==> src/rtl/col2im_wb.sv <==
// Write-back stage: accumulates per-chunk partial sums, requantizes, and
// queues {addr, data} to output map memory. Optional macro: COL2IM_RELU_EN.
module col2im_wb #(
    parameter int PSUM_WIDTH     = 24,
    parameter int ACC_WIDTH      = 32,
    parameter int OUT_WIDTH      = 16,
    parameter int MAX_Y3         = 32,
    parameter int MAX_Out_DEEPTH = 16384,
    parameter int FIFO_DEPTH     = 4
) (
    input  logic                                  clk,
    input  logic                                  rst,
    input  logic                                  en_col2im,
    input  logic [$clog2(MAX_Y3):0]               Y3,
    input  logic [15:0]                           n,
    input  logic [$clog2(MAX_Y3):0]               patch_i,
    input  logic [$clog2(MAX_Y3):0]               patch_j,
    input  logic [4:0]                            SHIFT,
    input  logic                                  psum_valid,
    output logic                                  psum_ready,
    input  logic signed [PSUM_WIDTH-1:0]          psum_data,
    input  logic                                  psum_last,
    output logic                                  wr_en,
    input  logic                                  wr_ready,
    output logic [$clog2(MAX_Out_DEEPTH):0]       wr_addr,
    output logic signed [OUT_WIDTH-1:0]           wr_data,
    output logic [15:0]                           out_cnt,
    output logic                                  busy
);

    localparam int YW = $clog2(MAX_Y3) + 1;
    localparam int AW = $clog2(MAX_Out_DEEPTH) + 1;
    localparam int PW = $clog2(FIFO_DEPTH);
    localparam int CW = $clog2(FIFO_DEPTH) + 1;
    localparam int SW = ACC_WIDTH + 1;

    localparam logic [0:0] S_ACC  = 1'b0;
    localparam logic [0:0] S_PUSH = 1'b1;

    localparam logic signed [SW-1:0] OMAX =
        SW'((64'sd1 <<< (OUT_WIDTH - 1)) - 64'sd1);
    localparam logic signed [SW-1:0] OMIN = -OMAX - SW'(1);

    logic [0:0]                  state;
    logic                        first;
    logic signed [ACC_WIDTH-1:0] acc;
    logic signed [ACC_WIDTH-1:0] fin;
    logic [15:0]                 q_n;
    logic [YW-1:0]               q_y3;
    logic [YW-1:0]               q_i;
    logic [YW-1:0]               q_j;
    logic [4:0]                  q_shift;

    logic [AW-1:0]               f_addr [FIFO_DEPTH];
    logic signed [OUT_WIDTH-1:0] f_data [FIFO_DEPTH];
    logic [PW-1:0]               wp;
    logic [PW-1:0]               rp;
    logic [CW-1:0]               cnt;

    logic                        accept;
    logic signed [ACC_WIDTH-1:0] acc_sum;
    logic                        empty;
    logic                        full;
    logic                        push;
    logic                        pop;
    logic [AW-1:0]               push_addr;
    logic signed [OUT_WIDTH-1:0] push_data;
    logic signed [SW-1:0]        fin_x;
    logic signed [SW-1:0]        rnd;
    logic signed [SW-1:0]        rq;
    logic signed [SW-1:0]        rsat;

    assign psum_ready = !rst && en_col2im && (state == S_ACC);
    assign accept     = psum_valid && psum_ready;
    assign acc_sum    = (first ? '0 : acc) + ACC_WIDTH'(psum_data);

    assign empty = (cnt == '0);
    assign full  = (cnt == CW'(FIFO_DEPTH));
    assign pop   = !empty && wr_ready;
    assign push  = (state == S_PUSH) && en_col2im && !full;

    // Address math is done at 32 bits and then truncated to the port width.
    assign push_addr = AW'(32'(q_n) * 32'(q_y3) * 32'(q_y3)
                         + 32'(q_i) * 32'(q_y3) + 32'(q_j));

    // One extra bit keeps the rounding add from overflowing.
    always_comb begin
        fin_x = SW'(fin);
        rnd   = fin_x + (SW'(1) << (q_shift - 5'd1));
        rq    = (q_shift == 5'd0) ? fin_x : (rnd >>> q_shift);
`ifdef COL2IM_RELU_EN
        if (rq < 0) rq = '0;
`endif
        if (rq > OMAX)      rsat = OMAX;
        else if (rq < OMIN) rsat = OMIN;
        else                rsat = rq;
        push_data = OUT_WIDTH'(rsat);
    end

    always_ff @(posedge clk) begin
        if (rst) begin
            state   <= S_ACC;
            first   <= 1'b1;
            acc     <= '0;
            fin     <= '0;
            q_n     <= '0;
            q_y3    <= '0;
            q_i     <= '0;
            q_j     <= '0;
            q_shift <= '0;
        end else if (!en_col2im) begin
            state <= S_ACC;
            first <= 1'b1;
            acc   <= '0;
        end else begin
            unique case (state)
                S_ACC: begin
                    if (accept) begin
                        acc   <= acc_sum;
                        first <= psum_last;
                        if (psum_last) begin
                            fin     <= acc_sum;
                            q_n     <= n;
                            q_y3    <= Y3;
                            q_i     <= patch_i;
                            q_j     <= patch_j;
                            q_shift <= SHIFT;
                            state   <= S_PUSH;
                        end
                    end
                end
                S_PUSH: begin
                    if (!full) state <= S_ACC;
                end
                default: state <= S_ACC;
            endcase
        end
    end

    always_ff @(posedge clk) begin
        if (push) begin
            f_addr[wp] <= push_addr;
            f_data[wp] <= push_data;
        end
    end

    always_ff @(posedge clk) begin
        if (rst) begin
            wp      <= '0;
            rp      <= '0;
            cnt     <= '0;
            out_cnt <= '0;
        end else begin
            if (push) wp <= wp + 1'b1;
            if (pop) begin
                rp      <= rp + 1'b1;
                out_cnt <= out_cnt + 16'd1;
            end
            unique case ({push, pop})
                2'b10:   cnt <= cnt + 1'b1;
                2'b01:   cnt <= cnt - 1'b1;
                default: cnt <= cnt;
            endcase
        end
    end

    assign wr_en   = !empty;
    assign wr_addr = empty ? '0 : f_addr[rp];
    assign wr_data = empty ? '0 : f_data[rp];
    assign busy    = !first || (state == S_PUSH) || !empty;

endmodule

==> config.mk <==
export PLATFORM = sky130hd
export DESIGN_NAME = col2im_wb
export DESIGN_NICKNAME = d
export VERILOG_FILES = /design/src/rtl/col2im_wb.sv
export SDC_FILE = /design/constraint.sdc
export NUM_CORES = 1
export LEC_CHECK = 0
export ABC_AREA = 1
export CORE_AREA = 2 2 339 274
export DETAILED_ROUTE_END_ITERATION = 10
export DIE_AREA = 0 0 341 276
export GPL_TIMING_DRIVEN = 0
export MAX_ROUTING_LAYER = met4
export SLEW_MARGIN = 20
export SYNTH_ARGS = -nofsm -noshare
export SYNTH_HDL_FRONTEND = slang
export SYNTH_SLANG_ARGS = --single-unit
export TNS_END_PERCENT = 30
==> constraint.sdc <==
create_clock -name clk -period 15 [get_ports clk]
set_clock_uncertainty 0.1 [all_clocks]
set_input_delay 1.5 -clock clk [delete_from_list [all_inputs] [get_ports clk]]
set_output_delay 1.5 -clock clk [all_outputs]
set_load 0.02 [all_outputs]
==> results of run 1 <==
## cells in the mapped netlist (15+ instances only)
cell | number | share of area (%)
sky130_fd_sc_hd__fa_1 | 123 | 11
sky130_fd_sc_hd__nand2_1 | 724 | 12
sky130_fd_sc_hd__clkbuf_1 | 79 | 1.3
sky130_fd_sc_hd__edfxtp_1 | 124 | 17
sky130_fd_sc_hd__nand2_2 | 39 | 1.1
sky130_fd_sc_hd__nand3_1 | 304 | 6.7
sky130_fd_sc_hd__ha_1 | 137 | 7.6
sky130_fd_sc_hd__inv_1 | 594 | 9.9
sky130_fd_sc_hd__o21ai_0 | 178 | 4.0
sky130_fd_sc_hd__buf_1 | 15 | 0.25
sky130_fd_sc_hd__xnor2_1 | 29 | 1.1
sky130_fd_sc_hd__buf_2 | 17 | 0.38
sky130_fd_sc_hd__nand3_2 | 16 | 0.71
sky130_fd_sc_hd__nor2_2 | 15 | 0.42
sky130_fd_sc_hd__dfxtp_1 | 129 | 11
sky130_fd_sc_hd__xor2_1 | 39 | 1.5
sky130_fd_sc_hd__nand4_1 | 20 | 0.55
sky130_fd_sc_hd__nor2_1 | 323 | 5.4
sky130_fd_sc_hd__a21oi_1 | 198 | 4.4
## where the power goes
group	switching (µW)	internal, µW
sequential	13.2	747
clock	301	407
combinational	315	141
## critical path: cells and delay by family (launching register included)
family / cells / cell delay [ps]
adder cells (fa/ha/maj): 10 / 4710
buffers and inverters: 7 / 1350
AO/OA/AOI/OAI: 7 / 1370
XOR/XNOR: 3 / 870
flip-flops: 1 / 390
AND/OR/NAND/NOR: 7 / 810
## flip-flops by register name, indices dropped and copies added (netlist names), named ones only
| register | cells |
|---|---|
| acc | 32 |
| q_n | 15 |
| f_addr | 60 |
| f_data | 64 |
| q_j | 6 |
| q_y3 | 6 |
| out_cnt | 16 |
| rp | 2 |
| first | 1 |
| q_i | 6 |
| cnt | 3 |
| wp | 2 |
| fin | 32 |
| state | 1 |
| q_shift | 5 |
## area by class of cell
class | instances | share of cell area, %
Antenna cell | 3 | 0.0285
Buffer | 113 | 1.74
Timing Repair Buffer | 122 | 4.87
Inverter | 612 | 8.74
Sequential cell | 253 | 24.0
Clock buffer | 35 | 2.84
Tap cell | 1212 | 5.76
Multi-Input combinational cell | 2253 | 51.4
Clock inverter | 16 | 0.704
## stage by stage
| step | std cells | total power, µW | setup slack [ps] |
|---|---|---|---|
| final | 4619 | 1920 | 5010 |
| after global routing | 4618 | 2000 | 4440 |
| after CTS | 4616 | 1930 | 5100 |
| after detailed placement | 4565 | 1220 | 5120 |
| after global placement | 4560 | 1220 | 5250 |
| after floorplan | 3231 | 1020 | 6820 |
## routing by layer
layer | part of all wire [%] | GRT usage [%] | routed length, µm
met5 | 0 | - | 0
met4 | 1.3 | 2.10 | 1050
met3 | 7.6 | 2.74 | 6160
met2 | 40 | 24.3 | 32100
met1 | 51 | 26.5 | 41400
## how the worst max path moves through the flow
stage	endpoint	from	cells past startpoint	slack, ps
after floorplan	f_addr[0][14]$_DFFE_PP_	q_y3[1]$_SDFFE_PP0P_	34	6820
after global placement	f_addr[2][14]$_DFFE_PP_	q_y3[1]$_SDFFE_PP0P_	34	5250
after detailed placement	f_addr[2][14]$_DFFE_PP_	q_y3[1]$_SDFFE_PP0P_	34	5120
after CTS	f_addr[1][14]$_DFFE_PP_	q_y3[1]$_SDFFE_PP0P_	34	5100
after global routing	f_addr[1][14]$_DFFE_PP_	q_y3[1]$_SDFFE_PP0P_	35	4440
final	f_addr[1][14]$_DFFE_PP_	q_y3[1]$_SDFFE_PP0P_	34	5010
## kinds of logic after synthesis
| group | count (synthesis) |
|---|---|
| compound gates | 441 |
| buf+inv | 725 |
| xor+xnor | 68 |
| fa+ha+maj | 260 |
| simple gates | 1484 |
| flops | 253 |
## cell usage in the layout (no fill, tap or decap), types with 15 or more instances in the layout
master,n
sky130_fd_sc_hd__nand2_1,724
sky130_fd_sc_hd__inv_1,594
sky130_fd_sc_hd__nor2_1,319
sky130_fd_sc_hd__nand3_1,304
sky130_fd_sc_hd__a21oi_1,198
sky130_fd_sc_hd__o21ai_0,178
sky130_fd_sc_hd__ha_1,137
sky130_fd_sc_hd__dfxtp_1,129
sky130_fd_sc_hd__edfxtp_1,124
sky130_fd_sc_hd__fa_1,123
sky130_fd_sc_hd__clkdlybuf4s50_1,117
sky130_fd_sc_hd__clkbuf_1,84
sky130_fd_sc_hd__xor2_1,39
sky130_fd_sc_hd__nand2_2,39
sky130_fd_sc_hd__xnor2_1,29
sky130_fd_sc_hd__clkbuf_16,28
sky130_fd_sc_hd__nand4_1,20
sky130_fd_sc_hd__buf_2,17
sky130_fd_sc_hd__nand3_2,16
sky130_fd_sc_hd__buf_1,15
sky130_fd_sc_hd__nor2_2,15
==> impl_metrics.ini, run 1 <==
[run_status]
result_of_the_run = complete, no violations

[drt]
drcViolationCount = 0
drt-total-wl_um = 80800
first_pass_iters = 6
detailroute.via_count = 21400
wl_per_cell_um = 17.5
drt-initial-drc-count = 1920
number_of_vias_per_cell_after_detailed_routing = 4.63
drt.antenna.violating_nets = 0

[floorplanning]
die_w_um = 341
dieArea_um2 = 94100
die_h_um = 276
core_area_um2 = 90500
placement_rows = 99
number_of_primary_i_o_pins = 119
floorplan.initialDensity_pct = 24.9

[clock_network]
ctsLongestPathBuffers = 3
clk_latency_ps = 590
htreeDepth = 1
postCtsHoldBufs = 0
post-cts-setup-buffers = 0
cts_tree = yes
clockRootBuffer = sky130_fd_sc_hd__clkbuf_16
clkTransAtPathRegs_ps = 60
post_cts.resized_instances = 0
cts_num_sinks = 253
cts_bufs_inserted = 28

[placed_design]
dp_hpwl_um = 67400
portBuffers = 117
place.gp.congestion = 0.992
placed_cell_area_um2 = 25400

[power]
power.static_leakage_uw = 0.0120
power_density_nw_per_um2 = 73.1
vdd_ir_drop_max_mv = 0.0772

[worst_setup_path]
cp_endpoint_kind = flop
timing.rr.end = f_addr[1][14]$_DFFE_PP_
worstPathArrival_ps = 10120
cpMostUsedCell = sky130_fd_sc_hd__fa_1
crit_slowest_cell = sky130_fd_sc_hd__fa_1
worstSetupPathType = flop to flop
path_max_fanout = 10
reg2reg_path_depth = 34
crit-reg2reg-launch = q_y3[1]$_SDFFE_PP0P_
cpPeakStageDelay_ps = 560
crit_required_ps = 15130
reg2reg_setup_slack_ps = 5010
cp-start-kind = flop

[global_route]
grt_start_max_net_pins = 24
grt_pass1_vias = 20200
number_of_antenna_violations_at_the_first_check_in_global_routing = 4
grt.overflow.total = 0
first_pass_grt_wire_length_um = 124000
grtUsageTotal_pct = 17.4

[synthesis]
synth_adder_area_share_pct = 18.5
synthSimpleGateAreaFrac_pct = 28.3
yosys.area_share.xor_xnor_pct = 2.64
ys_async_sr_fraction_pct = 0
synthesis.nets = 3560
synth-seq-area-share_pct = 28.0
synth_edf_count = 124
synth_mux_area_share_pct = 0
postSynthAreaPerCell_um2 = 6.98
synth.cell_area_um2 = 22500
combinational_family_with_the_most_area_after_synthesis = simple AND/OR/NAND/NOR gates
synth_compound_area_share_pct = 10.3
postSynth.topFlopCell = sky130_fd_sc_hd__dfxtp_1
synth.yosys.warnings = 0
synth_seq_cells = 253
synth_cell_type_count = 50
synthesis.instances = 3231

[layout]
flow.area_growth_from_synthesis_pct = 16.7
multi_input_area_um2 = 13500
postLayoutCellArea_um2 = 26300
regArea_um2 = 6310
ratio_of_cells_with_drive_above_1_in_the_final_layout_pct = 4.96
final.fill_count = 9888
nets_final = 3712
layout.core_utilization_pct = 29.1

[sta]
timing.fmax_mhz = 100
final_min_period_over_clock_period_pct = 66.6
final.setup.tns_ps = 0
least_margin_pin_slew_ps = 995
final.min_clock_period_ps = 9990
maxSlewViolCount = 0
fin_worst_hold_slack_ps = 370
hold_viol = 0
max-slew-margin-rel_pct = 33.2
grt_setup_unrepaired = false
final-setup-viol-count = 0

[worst_hold_path]
timing.hold.worst_endpoint = acc[27]$_SDFFE_PP0P_
hold_path_depth = 2
timing.hold.worst.class = flop to flop
hp-start = acc[27]$_SDFFE_PP0P_

[flow_run]
maxCapViolations = 0
Note: power is estimated with default switching activity, not from simulation.
==> inputs of run 2 (changes only) <==
==> constraint.sdc (replaced) <==
create_clock -name clk -period 8.7 [get_ports clk]
set_clock_uncertainty 0.1 [all_clocks]
set_input_delay 0.87 -clock clk [delete_from_list [all_inputs] [get_ports clk]]
set_output_delay 0.87 -clock clk [all_outputs]
set_load 0.02 [all_outputs]
==> run 2 against run 1 <==
Maximum frequency grew 20%. Cell count grew 0.11%. Flip-flop and latch count stayed put. Clock power up 72%. Clock-buffer cell count did not move. Core utilization grew 0.23 points. Via count about the same. Power increased by 73%. Critical path type unchanged. Highest routed layer unchanged.
==> impl_metrics.ini, run 2 (same netlist as run 1, synthesis figures left out) <==
[floorplanning]
floorplan.initialDensity_pct = 24.9
die_w_um = 341
core_area_um2 = 90500
dieArea_um2 = 94100
die_h_um = 276
placement_rows = 99
number_of_primary_i_o_pins = 119

[drt]
drt.antenna.violating_nets = 0
number_of_vias_per_cell_after_detailed_routing = 4.62
wl_per_cell_um = 17.5
drt-initial-drc-count = 1989
detailroute.via_count = 21400
drcViolationCount = 0
first_pass_iters = 6
drt-total-wl_um = 80900

[layout]
final.fill_count = 9865
postLayoutCellArea_um2 = 26500
most_frequent_cells_in_the_layout = sky130_fd_sc_hd__nand2_1 (723), sky130_fd_sc_hd__inv_1 (593), sky130_fd_sc_hd__nor2_1 (319), sky130_fd_sc_hd__nand3_1 (304), sky130_fd_sc_hd__a21oi_1 (193)
nets_final = 3718
ratio_of_cells_with_drive_above_1_in_the_final_layout_pct = 6.16
flow.area_growth_from_synthesis_pct = 17.7
final_common_cell = sky130_fd_sc_hd__nand2_1
regArea_um2 = 6320
multi_input_area_um2 = 13600
largest_register_ff_count = 64
registers.top_by_ff_count = f_data
layout_top_registers = f_data: 64 flops, f_addr: 60 flops

[worst_setup_path]
crit_slowest_cell = sky130_fd_sc_hd__fa_1
cp-start-kind = flop
path_buf_inv = 6
worstPathArrival_ps = 8520
path_max_fanout = 10
cpMostUsedCell = sky130_fd_sc_hd__fa_1
reg2reg_path_depth = 33
critPathTopFamily = adder cells
cpPeakStageDelay_ps = 590
cp_endpoint_kind = flop
worstSetupPathType = flop to flop
timing.rr.end = f_addr[1][14]$_DFFE_PP_
crit_required_ps = 8900
crit-reg2reg-launch = q_y3[5]$_SDFFE_PP0P_
reg2reg_setup_slack_ps = 390

[run_status]
result_of_the_run = complete, no violations

[sta]
final.min_clock_period_ps = 8310
final_min_period_over_clock_period_pct = 95.5
max-slew-margin-rel_pct = 35.1
final.setup.tns_ps = 0
hold_viol = 0
final-setup-viol-count = 0
fin_worst_hold_slack_ps = 367
maxSlewViolCount = 0
least_margin_pin_slew_ps = 966
timing.fmax_mhz = 120

[power]
power_density_nw_per_um2 = 125
vdd_ir_drop_max_mv = 0.133
power.static_leakage_uw = 0.0121

[placed_design]
place.gp.congestion = 0.992
dp_hpwl_um = 67400
placed_cell_area_um2 = 25400
portBuffers = 117

[global_route]
first_pass_grt_wire_length_um = 124000
grt.overflow.total = 0
grt_pass1_vias = 20200
grtUsageTotal_pct = 17.3
number_of_antenna_violations_at_the_first_check_in_global_routing = 4
grt_start_max_net_pins = 24

[clock_network]
postCtsHoldBufs = 0
cts_tree = yes
cts_num_sinks = 253
clk_latency_ps = 590
ctsLongestPathBuffers = 3
clockRootBuffer = sky130_fd_sc_hd__clkbuf_16
htreeDepth = 1
cts_bufs_inserted = 28
clkTransAtPathRegs_ps = 60

[worst_hold_path]
hold_path_depth = 2
timing.hold.worst.class = flop to flop
timing.hold.worst_endpoint = acc[27]$_SDFFE_PP0P_
hp-start = acc[27]$_SDFFE_PP0P_

[flow_run]
maxCapViolations = 0
-- run 2: metrics by stage --
stage	setup WS (ps)	instances	power (µW)	util (%)
3_3_place_gp	-1050	4560	2100	27.9
6_report	389	4624	3320	29.3
3_5_place_dp	-1180	4565	2110	28.0
4_1_cts	92.7	4612	3330	29.1
5_1_grt	-29.8	4624	3460	29.3
2_1_floorplan	516	3231	1760	-
-- run 2: how the worst max path moves through the flow --
stage,start,endpoint,cells past startpoint
after floorplan,q_y3[1]$_SDFFE_PP0P_,f_addr[0][14]$_DFFE_PP_,34
after global placement,q_y3[1]$_SDFFE_PP0P_,f_addr[2][14]$_DFFE_PP_,34
after detailed placement,q_y3[1]$_SDFFE_PP0P_,f_addr[2][14]$_DFFE_PP_,34
after CTS,q_y3[0]$_SDFFE_PP0P_,f_addr[1][14]$_DFFE_PP_,34
after global routing,q_y3[0]$_SDFFE_PP0P_,f_addr[1][14]$_DFFE_PP_,34
final,q_y3[5]$_SDFFE_PP0P_,f_addr[1][14]$_DFFE_PP_,33
-- run 2: area by class of cell --
type                       count  area share (%)
antenna                        2          0.0189
buffer                       108            1.90
clock buffer                  35            2.82
clock inverter                16           0.698
inverter                     612            8.67
multi-input combinational   2253            51.2
sequential                   253            23.8
tap                         1212            5.72
timing repair buffer         133            5.14
-- run 2: timing repair --
| action | CTS | global route |
|---|---|---|
| setup endpoints to repair | 20 | 8 |
| pin swaps | 1 | 5 |
| buffers inserted | 1 | 10 |
| resized for setup | 32 | 28 |
-- run 2: report_power, final --
part           switching (µW)  leakage, µW  internal (µW)
clock network             521     0.000455            702
logic                     539      0.00949            247
registers                24.1      0.00217           1290
total                    1080       0.0121           2240
-- run 2: metal layers --
layer	up-vias	global-route usage [%]	share of wire [%]
met1	10100	26.5	51
met5	-	-	0
met4	0	2.09	1.3
li1	10500	-	-
met3	61	2.75	8.3
met2	737	24.3	40
-- run 2: tightest hold or removal path: cells and delay by family (launching register included) --
| family | cells | cell delay, ps |
|---|---|---|
| buffers and inverters | 1 | 60 |
| AOI/OAI and AO/OA | 1 | 70 |
| DFF | 1 | 290 |
